### src/rtl/pipeline_hazard_controller.sv
// Hazard and flush sequencer for the 5-stage LEGv8 pipeline: stalls PC/IF-ID on
// RAW hazards, flushes on taken branches, and keeps saturating statistics.
module pipeline_hazard_controller #(
    parameter int RF_BYPASS    = 1,
    parameter int FLUSH_CYCLES = 1,
    parameter int CNT_W        = 16
) (
    input  logic             clock,
    input  logic             reset,
    input  logic [4:0]       ifid_rn,
    input  logic [4:0]       ifid_rm,
    input  logic             ifid_uses_rn,
    input  logic             ifid_uses_rm,
    input  logic [4:0]       idex_rd,
    input  logic [4:0]       exmem_rd,
    input  logic [4:0]       memwb_rd,
    input  logic             idex_regwrite,
    input  logic             exmem_regwrite,
    input  logic             memwb_regwrite,
    input  logic             ex_branch_taken,
    output logic             pc_write,
    output logic             ifid_write,
    output logic             ifid_flush,
    output logic             idex_bubble,
    output logic [1:0]       state,
    output logic [CNT_W-1:0] stall_count,
    output logic [CNT_W-1:0] flush_count
);

    localparam logic [1:0] ST_RUN        = 2'd0;
    localparam logic [1:0] ST_FLUSH      = 2'd1;
    localparam logic [1:0] ST_RESET_HOLD = 2'd2;

    // The detect cycle counts as the first flush cycle, so FLUSH is entered with two fewer remaining.
    localparam int         FLUSH_LOAD_INT = (FLUSH_CYCLES > 1) ? FLUSH_CYCLES - 2 : 0;
    localparam logic [3:0] FLUSH_LOAD     = FLUSH_LOAD_INT[3:0];
    localparam logic [CNT_W-1:0] CNT_MAX  = '1;

    logic [1:0]       state_q, state_d;
    logic [3:0]       flushLeft_q, flushLeft_d;
    logic [CNT_W-1:0] stallCnt_q, stallCnt_d;
    logic [CNT_W-1:0] flushCnt_q, flushCnt_d;
    logic             stallInc, flushInc;
    logic             matchEx, matchMem, matchWb, hazard;

    function automatic logic producerMatch(
        input logic       we,
        input logic [4:0] rd,
        input logic       useRn,
        input logic [4:0] rn,
        input logic       useRm,
        input logic [4:0] rm
    );
        return we && (rd != 5'd31) && ((useRn && (rd == rn)) || (useRm && (rd == rm)));
    endfunction

    assign matchEx  = producerMatch(idex_regwrite, idex_rd, ifid_uses_rn, ifid_rn,
                                    ifid_uses_rm, ifid_rm);
    assign matchMem = producerMatch(exmem_regwrite, exmem_rd, ifid_uses_rn, ifid_rn,
                                    ifid_uses_rm, ifid_rm);
    assign matchWb  = producerMatch(memwb_regwrite, memwb_rd, ifid_uses_rn, ifid_rn,
                                    ifid_uses_rm, ifid_rm);
    // With a write-through register bank the WB producer is already visible to ID.
    assign hazard   = matchEx || matchMem || ((RF_BYPASS == 0) && matchWb);

    always_comb begin
        state_d     = state_q;
        flushLeft_d = flushLeft_q;
        stallInc    = 1'b0;
        flushInc    = 1'b0;
        pc_write    = 1'b0;
        ifid_write  = 1'b0;
        ifid_flush  = 1'b1;
        idex_bubble = 1'b1;
        case (state_q)
            ST_RUN: begin
                if (ex_branch_taken) begin
                    pc_write   = 1'b1;
                    ifid_write = 1'b1;
                    flushInc   = 1'b1;
                    if (FLUSH_CYCLES > 1) begin
                        state_d     = ST_FLUSH;
                        flushLeft_d = FLUSH_LOAD;
                    end
                end else if (hazard) begin
                    ifid_flush = 1'b0;
                    stallInc   = 1'b1;
                end else begin
                    pc_write    = 1'b1;
                    ifid_write  = 1'b1;
                    ifid_flush  = 1'b0;
                    idex_bubble = 1'b0;
                end
            end
            ST_FLUSH: begin
                pc_write   = 1'b1;
                ifid_write = 1'b1;
                if (flushLeft_q == 4'd0) begin
                    state_d = ST_RUN;
                end else begin
                    flushLeft_d = flushLeft_q - 4'd1;
                end
            end
            default: begin
                state_d = ST_RUN;
            end
        endcase
    end

    always_comb begin
        stallCnt_d = stallCnt_q;
        flushCnt_d = flushCnt_q;
        if (stallInc && (stallCnt_q != CNT_MAX)) begin
            stallCnt_d = stallCnt_q + CNT_W'(1);
        end
        if (flushInc && (flushCnt_q != CNT_MAX)) begin
            flushCnt_d = flushCnt_q + CNT_W'(1);
        end
    end

    always_ff @(posedge clock) begin
        if (reset) begin
            state_q     <= ST_RESET_HOLD;
            flushLeft_q <= 4'd0;
            stallCnt_q  <= '0;
            flushCnt_q  <= '0;
        end else begin
            state_q     <= state_d;
            flushLeft_q <= flushLeft_d;
            stallCnt_q  <= stallCnt_d;
            flushCnt_q  <= flushCnt_d;
        end
    end

    assign state       = state_q;
    assign stall_count = stallCnt_q;
    assign flush_count = flushCnt_q;

endmodule

### config.mk
export PLATFORM = sky130hd
export DESIGN_NAME = pipeline_hazard_controller
export DESIGN_NICKNAME = d
export VERILOG_FILES = /design/src/rtl/pipeline_hazard_controller.sv
export SDC_FILE = /design/constraint.sdc
export NUM_CORES = 1
export LEC_CHECK = 0
export ABC_AREA = 1
export CAP_MARGIN = 40
export CELL_PAD_IN_SITES_DETAIL_PLACEMENT = 1
export CELL_PAD_IN_SITES_GLOBAL_PLACEMENT = 2
export CORE_MARGIN = 1.5
export CORE_UTILIZATION = 24
export DETAILED_ROUTE_END_ITERATION = 8
export PLACE_DENSITY = 0.78
export SETUP_SLACK_MARGIN = 0.02
export SYNTH_ARGS = -nofsm -noshare
export SYNTH_HDL_FRONTEND = slang
export SYNTH_SLANG_ARGS = --single-unit
export TNS_END_PERCENT = 20
### constraint.sdc
create_clock -name clock -period 2.11 [get_ports clock]
set_input_delay 0.422 -clock clock [delete_from_list [all_inputs] [get_ports clock]]
set_output_delay 0.422 -clock clock [all_outputs]
set_load 0.01 [all_outputs]
## Yosys cells after proc, flatten, opt, wreduce, memory -nomap -nowiden

Index checks and enable logic that the tools add are counted.

- Register bits after elaboration: 38
- Bits in latches: 0
- Bits in writable memories: 0
- Bits in read-only memories: 0
- Input port bits: 33
- Output and inout port bits: 38
- Word-level logic and storage cells: 49
- Memories: 0

- Add/subtract/negate cells: 3
- Multiply operators: 0
- Divide/modulo/power cells: 0
- $lt $le $gt $ge: 0
- Equal/unequal tests: 10
- Shifts and indexed selects: 0
- Mux-type cells: 13
- Bitwise logic cells: 2
- Reduce and logical (&&, ||, !) cells: 17

Operators with widths:

| operator | count |
|---|---|
| $add 16x1->16 const B | 2 |
| $ne 16x16->1 const B | 2 |
| $eq 5x5->1 | 4 |
| $logic_and 1x1->1 | 10 |
| $mux 1 | 10 |
| $ne 5x5->1 const B | 2 |
| $logic_not 4->1 | 1 |
| $pmux 2 s2 | 1 |
| $reduce_and 2->1 | 2 |
| $sub 4x1->4 const B | 1 |
| $logic_or 1x1->1 | 3 |
| $eq 2x1->1 const B | 1 |
| $logic_not 2->1 | 1 |
| $mux 2 | 1 |
| $ne 2x2->1 const B | 1 |
| $not 1->1 | 2 |
| $pmux 1 s2 | 1 |

## Logic depth before layout (Yosys ltp)

Gate-level depths: netlist (run 1).

- Word-level depth: 9
- Depth in mapped cells: 12
- Depth with buffers taken out: 12

## Worst setup path before layout (run 1)

Ideal clock, no wire load.

- Kind: in2out
- Start point: input ifid_rm[0]
- End point: output pc_write
- Arrival time: 1.527 ns
- Slack: 0.161 ns
- Stages on the path: 11
- Cell sequence: inv_1 > nand2_1 > nand2_1 > nor2_1 > nand3_1 > nand2_1 > nand2_1 > nand2_4 > buf_2 > a21oi_1 > buf_4

- Longest elaborated chain between the ends: 8
- Elaborated cells on any way between the ends: 12

RTL lines:

| element | line | source |
|---|---|---|
| from (decl) | 11 | `input logic [4:0] ifid_rm,` |
| $eq 5x5->1 | 54 | `return we && (rd != 5'd31) && ((useRn && (rd == rn)) \|\| (useRm && (rd == rm)));` |
| $logic_and 1x1->1 | 54 |  |
| $logic_or 1x1->1 | 54 |  |
| $logic_and 1x1->1 | 54 |  |
| $logic_or 1x1->1 (*) | 64 | `assign hazard = matchEx \|\| matchMem \|\| ((RF_BYPASS == 0) && matchWb);` |
| $mux 1 (*) (2 in a row) | -- |  |
| $pmux 1 s2 (*) | -- |  |
| to (decl) | 21 | `output logic pc_write,` |

Every way passes the cells marked *; elsewhere a longest branch is shown, timed or not.

## Worst setup path after layout (run 1)

- Start point: input exmem_rd[3]
- End point: output ifid_write

- Longest elaborated chain between the ends: 8
- Elaborated cells on any way between the ends: 12

RTL lines:

| element | line | source |
|---|---|---|
| from (decl) | 15 | `input logic [4:0] exmem_rd,` |
| $eq 5x5->1 | 54 |  |
| $logic_and 1x1->1 | 54 |  |
| $logic_or 1x1->1 | 54 |  |
| $logic_and 1x1->1 (*) | 54 |  |
| $logic_or 1x1->1 (*) | 64 |  |
| $mux 1 (*) | 85 | `end else if (hazard) begin` |
| $mux 1 (*) | 77 | `if (ex_branch_taken) begin` |
| $pmux 1 s2 (*) | 75 | `case (state_q)` |
| to (decl) | 22 | `output logic ifid_write,` |

Marked as above.

==> run metrics, run 1 <==
count of different cell masters after synthesis=30; internal power consumption=slightly above 1 mW; most used cells in the layout excluding fill and tap cells=104 x sky130_fd_sc_hd__nand2_1, 42 x sky130_fd_sc_hd__nor2_1, 38 x sky130_fd_sc_hd__inv_1; clock tree from TritonCTS=yes; switching part of the total power=between 20 and 30%; Critical-path top delay cell=sky130_fd_sc_hd__dlygate4sd2_1; post-synthesis sequential element count=33; critical path launch point=exmem_rd[3]; combinational fraction of design power=14.3%; Final Max Slew Viols=0; Area growth syn-to-layout=40.32%; Avg Inst Size Synth=~6.3 um2; skew final=around 0.0071 ns; root buffer cell=sky130_fd_sc_hd__clkbuf_8; post-DR wirelength/cell=approximately 13 um; area of the core=just over 9000 um2; biggest area consumer among synthesized cells=sky130_fd_sc_hd__dfxtp_1; maximum single-stage delay on the critical path=roughly 0.26 ns; ranking of synthesized cells by area=sky130_fd_sc_hd__dfxtp_1 28%, sky130_fd_sc_hd__nand2_1 17%, sky130_fd_sc_hd__nor2_1 7.2%; synthesized netlist cell count=~370; top fanout value on the critical path=4; fraction of final layout cells sized beyond drive strength 1=roughly 17%; count of standard-cell rows=35; share of total power in sequential cells=45.5%; power per cell area=between 400 and 500 nW/um2; vias in the first global route=roughly 2800; Residual DRC=0; total power=1.388 mW; Filler Cells Inserted=between 1000 and 1500; Final Hold Viols=0; status=complete, no violations; final wirelength=7720 um; Clock Path Buffers=2; CTS Sinks=33; MaxCap Viol Count=0; Synth Warn #=0; worst supply voltage drop on vdd=around 0.18 mV; hold wc startpoint=stall_count[13]; fmax=between 0.5 and 0.6 GHz; Startpoint Class=input port; classification of the worst setup path=in -> out; worst reg2reg startpoint=flush_count[7]; via count=2628; count of boundary I/O pins=between 70 and 80; number of nets in the layout=484; Clock transition at path regs=approximately 0.080 ns; net count after synthesis=409; initial drt markers=50; most used cell along the critical path=sky130_fd_sc_hd__nand2_1; later-pin clock latency in the skew report=0.30 ns; initial antenna violation count=0; Final Cycle Share=around 93%; number of inserted diodes=0; area fraction of the dominant cell type after synthesis=~28%; Lkg Pwr=1.399 nW; critical path cell sequence=dlygate4sd2_1, inv_2, nand2_1, nand2_1, nor2_2, nand3_1, nand2_1, nand2_2, nand2_4, a21oi_2, buf_2; placed cells=570; Mapped Area=between 2000 and 2500 um2; most common library cell in the layout ignoring fill and taps=sky130_fd_sc_hd__nand2_1; final worst hold slack=about 0.50 ns; clock buffers created by TritonCTS=5; all-layer global routing usage=~16%; Clk network pwr share=between 40% and 50%; min Tclk post-route=1.971 ns; share of synthesized area occupied by flip-flops and latches=between 20% and 30%; RSZ-0062 raised after global routing=no; category of the worst setup path capture point=output port; weighted congestion at the end of routability-driven global placement=about 0.76; endpoint required time on the critical path=~1.7 ns; Pre-Repair DR Iteration Count=4; Final ANT Viol Nets=0; PortBufs=63; floorplan die height=a little over 100 um; die footprint=just over 10000 um2; post-DP HPWL=6177 um; CTS H-tree lvls=2; switching power=between 300 and 400 uW; first-pass GRT wire length=around 13000 um; Starting Density=between 20 and 30%; worst hold path class=reg -> reg; Critical Path AT=roughly 1.6 ns; CTS Hold Buffers Added=0; global-route congestion overflow total=0; horizontal die dimension=~100 um; post-detailed-route via-to-cell ratio=around 4.5; maximum number of pins on one net before global-route repair=20; final cell count without fillers=between 500 and 600; number of failing setup endpoints in the final timing report=0
==> Yosys cell counts, drive strengths merged <==
cell / count
a211oi: 1
a21oi: 23
a31oi: 1
buf: 5
clkbuf: 6
conb: 1
dfxtp: 33
ha: 2
inv: 55
nand2: 118
nand3: 18
nand4: 23
nor2: 45
nor3: 15
nor3b: 1
o21a: 2
o21ai: 12
xnor2: 3
xor2: 10
==> per-layer routing <==
metal	GRT usage (%)	up-vias	share of wire (%)
li1	-	1338	-
met1	20.83	1243	47
met2	27.85	40	49
met3	2.415	7	3.4
met4	3.526	0	0.87
met5	0	-	0
==> final cells by class <==
cell class,instances,area (um2),area share (%)
Tap cell,129,161.4,4.916
Multi-Input combinational cell,275,1426,43.45
Sequential cell,33,660.6,20.12
Inverter,55,206.4,6.288
Clock inverter,1,5.005,0.1524
Clock buffer,7,96.34,2.934
Timing Repair Buffer,79,726.9,22.14
==> cells by family (layout without fill, tap and decap cells) <==
kind of cell / count (synthesis) / after routing / synth area share (%)
buffers and inverters: 66 / 142 / 11.50
XOR/XNOR: 13 / 13 / 4.866
other: 1 / 1 / 0.1603
adder cells (fa/ha/maj): 2 / 2 / 1.069
AO/OA/AOI/OAI: 39 / 39 / 10.16
flip-flops: 33 / 33 / 28.24
AND/OR/NAND/NOR: 220 / 220 / 44.01
==> power groups by stage <==
| stage | clock (mW) | sequential [mW] | combinational, mW |
|---|---|---|---|
| floorplan | 0 | 0.648 | 0.0959 |
| global placement | 0 | 0.646 | 0.210 |
| detailed placement | 0 | 0.647 | 0.212 |
| CTS | 0.576 | 0.632 | 0.199 |
| global route | 0.599 | 0.633 | 0.223 |
| finish | 0.559 | 0.632 | 0.198 |
==> metrics by stage <==
step	area, um2	setup TNS, ns	utilization (%)	setup WS (ns)
floorplan	2340	0	-	0.1614
global placement	3194	-6.642	34.25	-0.5916
detailed placement	3194	-7.089	34.25	-0.5834
CTS	3271	0	35.06	0.02146
global route	3283	0	35.20	0.02841
finish	3283	0	35.20	0.1387
==> final timing paths <==
path                     endpoint  slack (ns)  cells past startpoint
setup / recovery       ifid_write        0.14                     11
hold / removal    stall_count[13]        0.50                      2
setup reg to reg  flush_count[15]        0.34                      7
hold reg to reg   stall_count[13]        0.50                      2
==> timing repair <==
item	4_1_cts	5_1_grt
pin swaps	2	4
endpoints found under the setup margin	20	3
setup buffers	0	1
gates resized for setup	40	5
==> state kept, by name, indices dropped and copies added, names as in the netlist <==
signal	count
flush_count	16
stall_count	16
state	1
==> worst max-delay path, delay by kind of cell <==
family,cells,cell delay (ns)
buffers and inverters,3,0.46
AO/OA/AOI/OAI,1,0.06
AND/OR/NAND/NOR,7,0.59
(Power assumes the default switching activity.)
==> inputs of run 2 (changes only) <==
--- a/config.mk
+++ b/config.mk
@@ -11,6 +11,7 @@
 export CELL_PAD_IN_SITES_GLOBAL_PLACEMENT = 2
 export CORE_MARGIN = 1.5
 export CORE_UTILIZATION = 24
+export CTS_CLUSTER_SIZE = 14
 export DETAILED_ROUTE_END_ITERATION = 8
 export PLACE_DENSITY = 0.78
 export SETUP_SLACK_MARGIN = 0.02
==> results of run 2 <==
Same layout as run 1: the final DEF is identical, and so are final timing and power.
==> inputs of run 3 (changes only) <==
==> constraint.sdc (replaced) <==
create_clock -name clock -period 2.11 [get_ports clock]
set_input_delay 0.211 -clock clock [delete_from_list [all_inputs] [get_ports clock]]
set_output_delay 0.211 -clock clock [all_outputs]
set_load 0.01 [all_outputs]
==> run 3 against run 2 <==
Against the previous run:
- clock power increased by 19%
- register-to-register slack about the same
- power increased by 8.1%
- clock skew decreased by 0.0032 ns
- sequential share of layout area decreased by 0.17 points
- sequential cell count unchanged
- critical path depth unchanged
- cell count decreased by 0.52%
- first-iteration DRC count increased by 2.0%
==> run metrics, run 3 (same netlist as run 1, synthesis figures left out) <==
Lkg Pwr=1.383 nW (-1.1%); core utilization of the finished layout=35.51% (+0.31 points); Final Max Slew Viols=0 (unchanged); number of inserted diodes=0 (unchanged); Final Hold Viols=0 (unchanged); most common library cell in the layout ignoring fill and taps=sky130_fd_sc_hd__nand2_1; total power=1.501 mW (+8.1%); post-DR wirelength/cell=13.27 um (-0.46%); met2 layer usage reported by global route=26.46% (-1.4 points); initial antenna violation count=0 (unchanged); power per cell area=453.1 nW/um2 (+7.1%); Final Cycle Share=92.72% (-0.70 points); worst supply voltage drop on vdd=0.2166 mV (+18%); fraction of final layout cells sized beyond drive strength 1=14.32% (-2.8 points); Clock transition at path regs=0.08 ns (about the same); skew final=0.003878 ns (-0.003225 ns); via count=2589 (-1.5%); later-pin clock latency in the skew report=0.29 ns (about the same); standard cell area after detailed placement=3137 um2 (-1.8%); final worst hold slack=0.4991 ns (-0.003493 ns); clock tree from TritonCTS=yes; met3 GRT Util=2.622% (+0.21 points); clock buffers created by TritonCTS=5 (unchanged); number of failing setup endpoints in the final timing report=0 (unchanged); CTS H-tree lvls=2 (unchanged); Area growth syn-to-layout=41.55%; Critical Path AT=1.75 ns (+0.20 ns); Pre-Repair DR Iteration Count=4 (unchanged); CTS Sinks=33 (unchanged); vias in the first global route=2627 (-6.6%); cell area after layout=3312 um2 (+0.88%); internal power consumption=1.106 mW (+10%); top fanout value on the critical path=3 (-1); classification of the worst setup path=in -> out; Clock Path Buffers=2 (unchanged); switching power=394.4 uW (+2.9%); Residual DRC=0 (unchanged); all-layer global routing usage=15.49% (-0.51 points); Final ANT Viol Nets=0 (unchanged); status=complete, no violations; Filler Cells Inserted=1237 (-0.24%); routing layer with the top usage in global route=met2; die footprint=10350 um2 (unchanged); Starting Density=25.08% (unchanged); met1 Resource Use GR=20.61% (-0.22 points); first-pass GRT wire length=12710 um (-4.0%); fmax=0.5111 GHz (+0.76%); Startpoint Class=input port; Clk network pwr share=44.2% (+4.0 points); switching part of the total power=26.28% (-1.3 points); MaxCap Viol Count=0 (unchanged); PortBufs=63 (unchanged); area of the core=9328 um2 (unchanged); share of total power in sequential cells=42.1% (-3.4 points); category of the worst setup path capture point=output port; RSZ-0062 raised after global routing=yes; final wirelength=7645 um (-0.97%); initial drt markers=51 (+2.0%); count of standard-cell rows=35 (unchanged); worst hold path class=reg -> reg; global-route congestion overflow total=0 (unchanged); post-detailed-route via-to-cell ratio=4.495 (-0.97%); weighted congestion at the end of routability-driven global placement=0.7582 (+0.21%); combinational fraction of design power=13.7% (-0.6 points); floorplan die height=101.7 um (unchanged); count of boundary I/O pins=71 (unchanged); final total negative setup slack=0 ns (unchanged); endpoint required time on the critical path=1.90 ns (+0.21 ns); min Tclk post-route=1.956 ns (-0.01483 ns); maximum number of pins on one net before global-route repair=20 (unchanged); post-DP HPWL=5865 um (-5.0%); number of nets in the layout=481 (-0.62%); horizontal die dimension=101.7 um (unchanged); most used cells in the layout excluding fill and tap cells=106 x sky130_fd_sc_hd__nand2_1, 55 x sky130_fd_sc_hd__clkdlybuf4s50_1, 42 x sky130_fd_sc_hd__inv_1, 42 x sky130_fd_sc_hd__nor2_1, 33 x sky130_fd_sc_hd__dfxtp_1; root buffer cell=sky130_fd_sc_hd__clkbuf_8
==> run 3: power by group through the flow <==
stage | Clock [mW] | Combinational (mW) | Sequential, mW
global placement | 0 | 0.207 | 0.646
CTS | 0.680 | 0.206 | 0.632
floorplan | 0 | 0.0959 | 0.648
global route | 0.705 | 0.229 | 0.633
detailed placement | 0 | 0.208 | 0.646
finish | 0.664 | 0.205 | 0.631
==> run 3: worst paths after layout <==
path                                     start              end  slack, ns  cells past startpoint
worst max-delay path               exmem_rd[4]       ifid_write       0.15                     11
worst min-delay path            stall_count[1]   stall_count[1]       0.50                      2
worst max register to register  flush_count[0]  flush_count[10]       0.33                      9
worst min register to register  stall_count[1]   stall_count[1]       0.50                      2
==> run 3: final cells by class <==
| type | instances | area, um2 | share of cell area (%) |
|---|---|---|---|
| multi-input cells | 275 | 1418 | 42.80 |
| inverters | 55 | 206.4 | 6.233 |
| flip-flops and latches | 33 | 660.6 | 19.95 |
| repair buffers | 76 | 745.7 | 22.52 |
| well taps | 129 | 161.4 | 4.873 |
| clock inverters | 2 | 37.54 | 1.133 |
| clock buffers | 6 | 82.58 | 2.493 |
==> run 3: per-stage QoR <==
stage	setup slack, ns	std cells
after floorplan	0.4047	374
after global placement	-0.2120	564
after detailed placement	-0.2752	564
after CTS	0.1012	572
after global routing	0.01851	576
final	0.1535	576
==> run 3: what timing repair did <==
item                       in CTS  in global routing
hold endpoints to repair        0                  0
buffers inserted                0                  4
pin swaps                       0                  1
gates resized for setup         5                  6
hold buffers                    0                  0
setup endpoints to repair       3                 18
==> run 3: critical path: stages <==
cell and delay, ns:
sky130_fd_sc_hd__clkdlybuf4s50_1 0.52, sky130_fd_sc_hd__inv_2 0.07, sky130_fd_sc_hd__nand2_1 0.06, sky130_fd_sc_hd__nand2_1 0.06, sky130_fd_sc_hd__nor2_2 0.12, sky130_fd_sc_hd__nand3_1 0.09, sky130_fd_sc_hd__nand2_1 0.07, sky130_fd_sc_hd__nand2_1 0.10
sky130_fd_sc_hd__nand2_4 0.10, sky130_fd_sc_hd__a21oi_1 0.08, sky130_fd_sc_hd__dlygate4sd2_1 0.29
==> run 3: per-layer routing <==
| metal | part of all wire, % | wire length (um) |
|---|---|---|
| met2 | 48 | 3645 |
| met4 | 0.76 | 58 |
| met3 | 3.1 | 238 |
| met5 | 0 | 0 |
| met1 | 48 | 3702 |
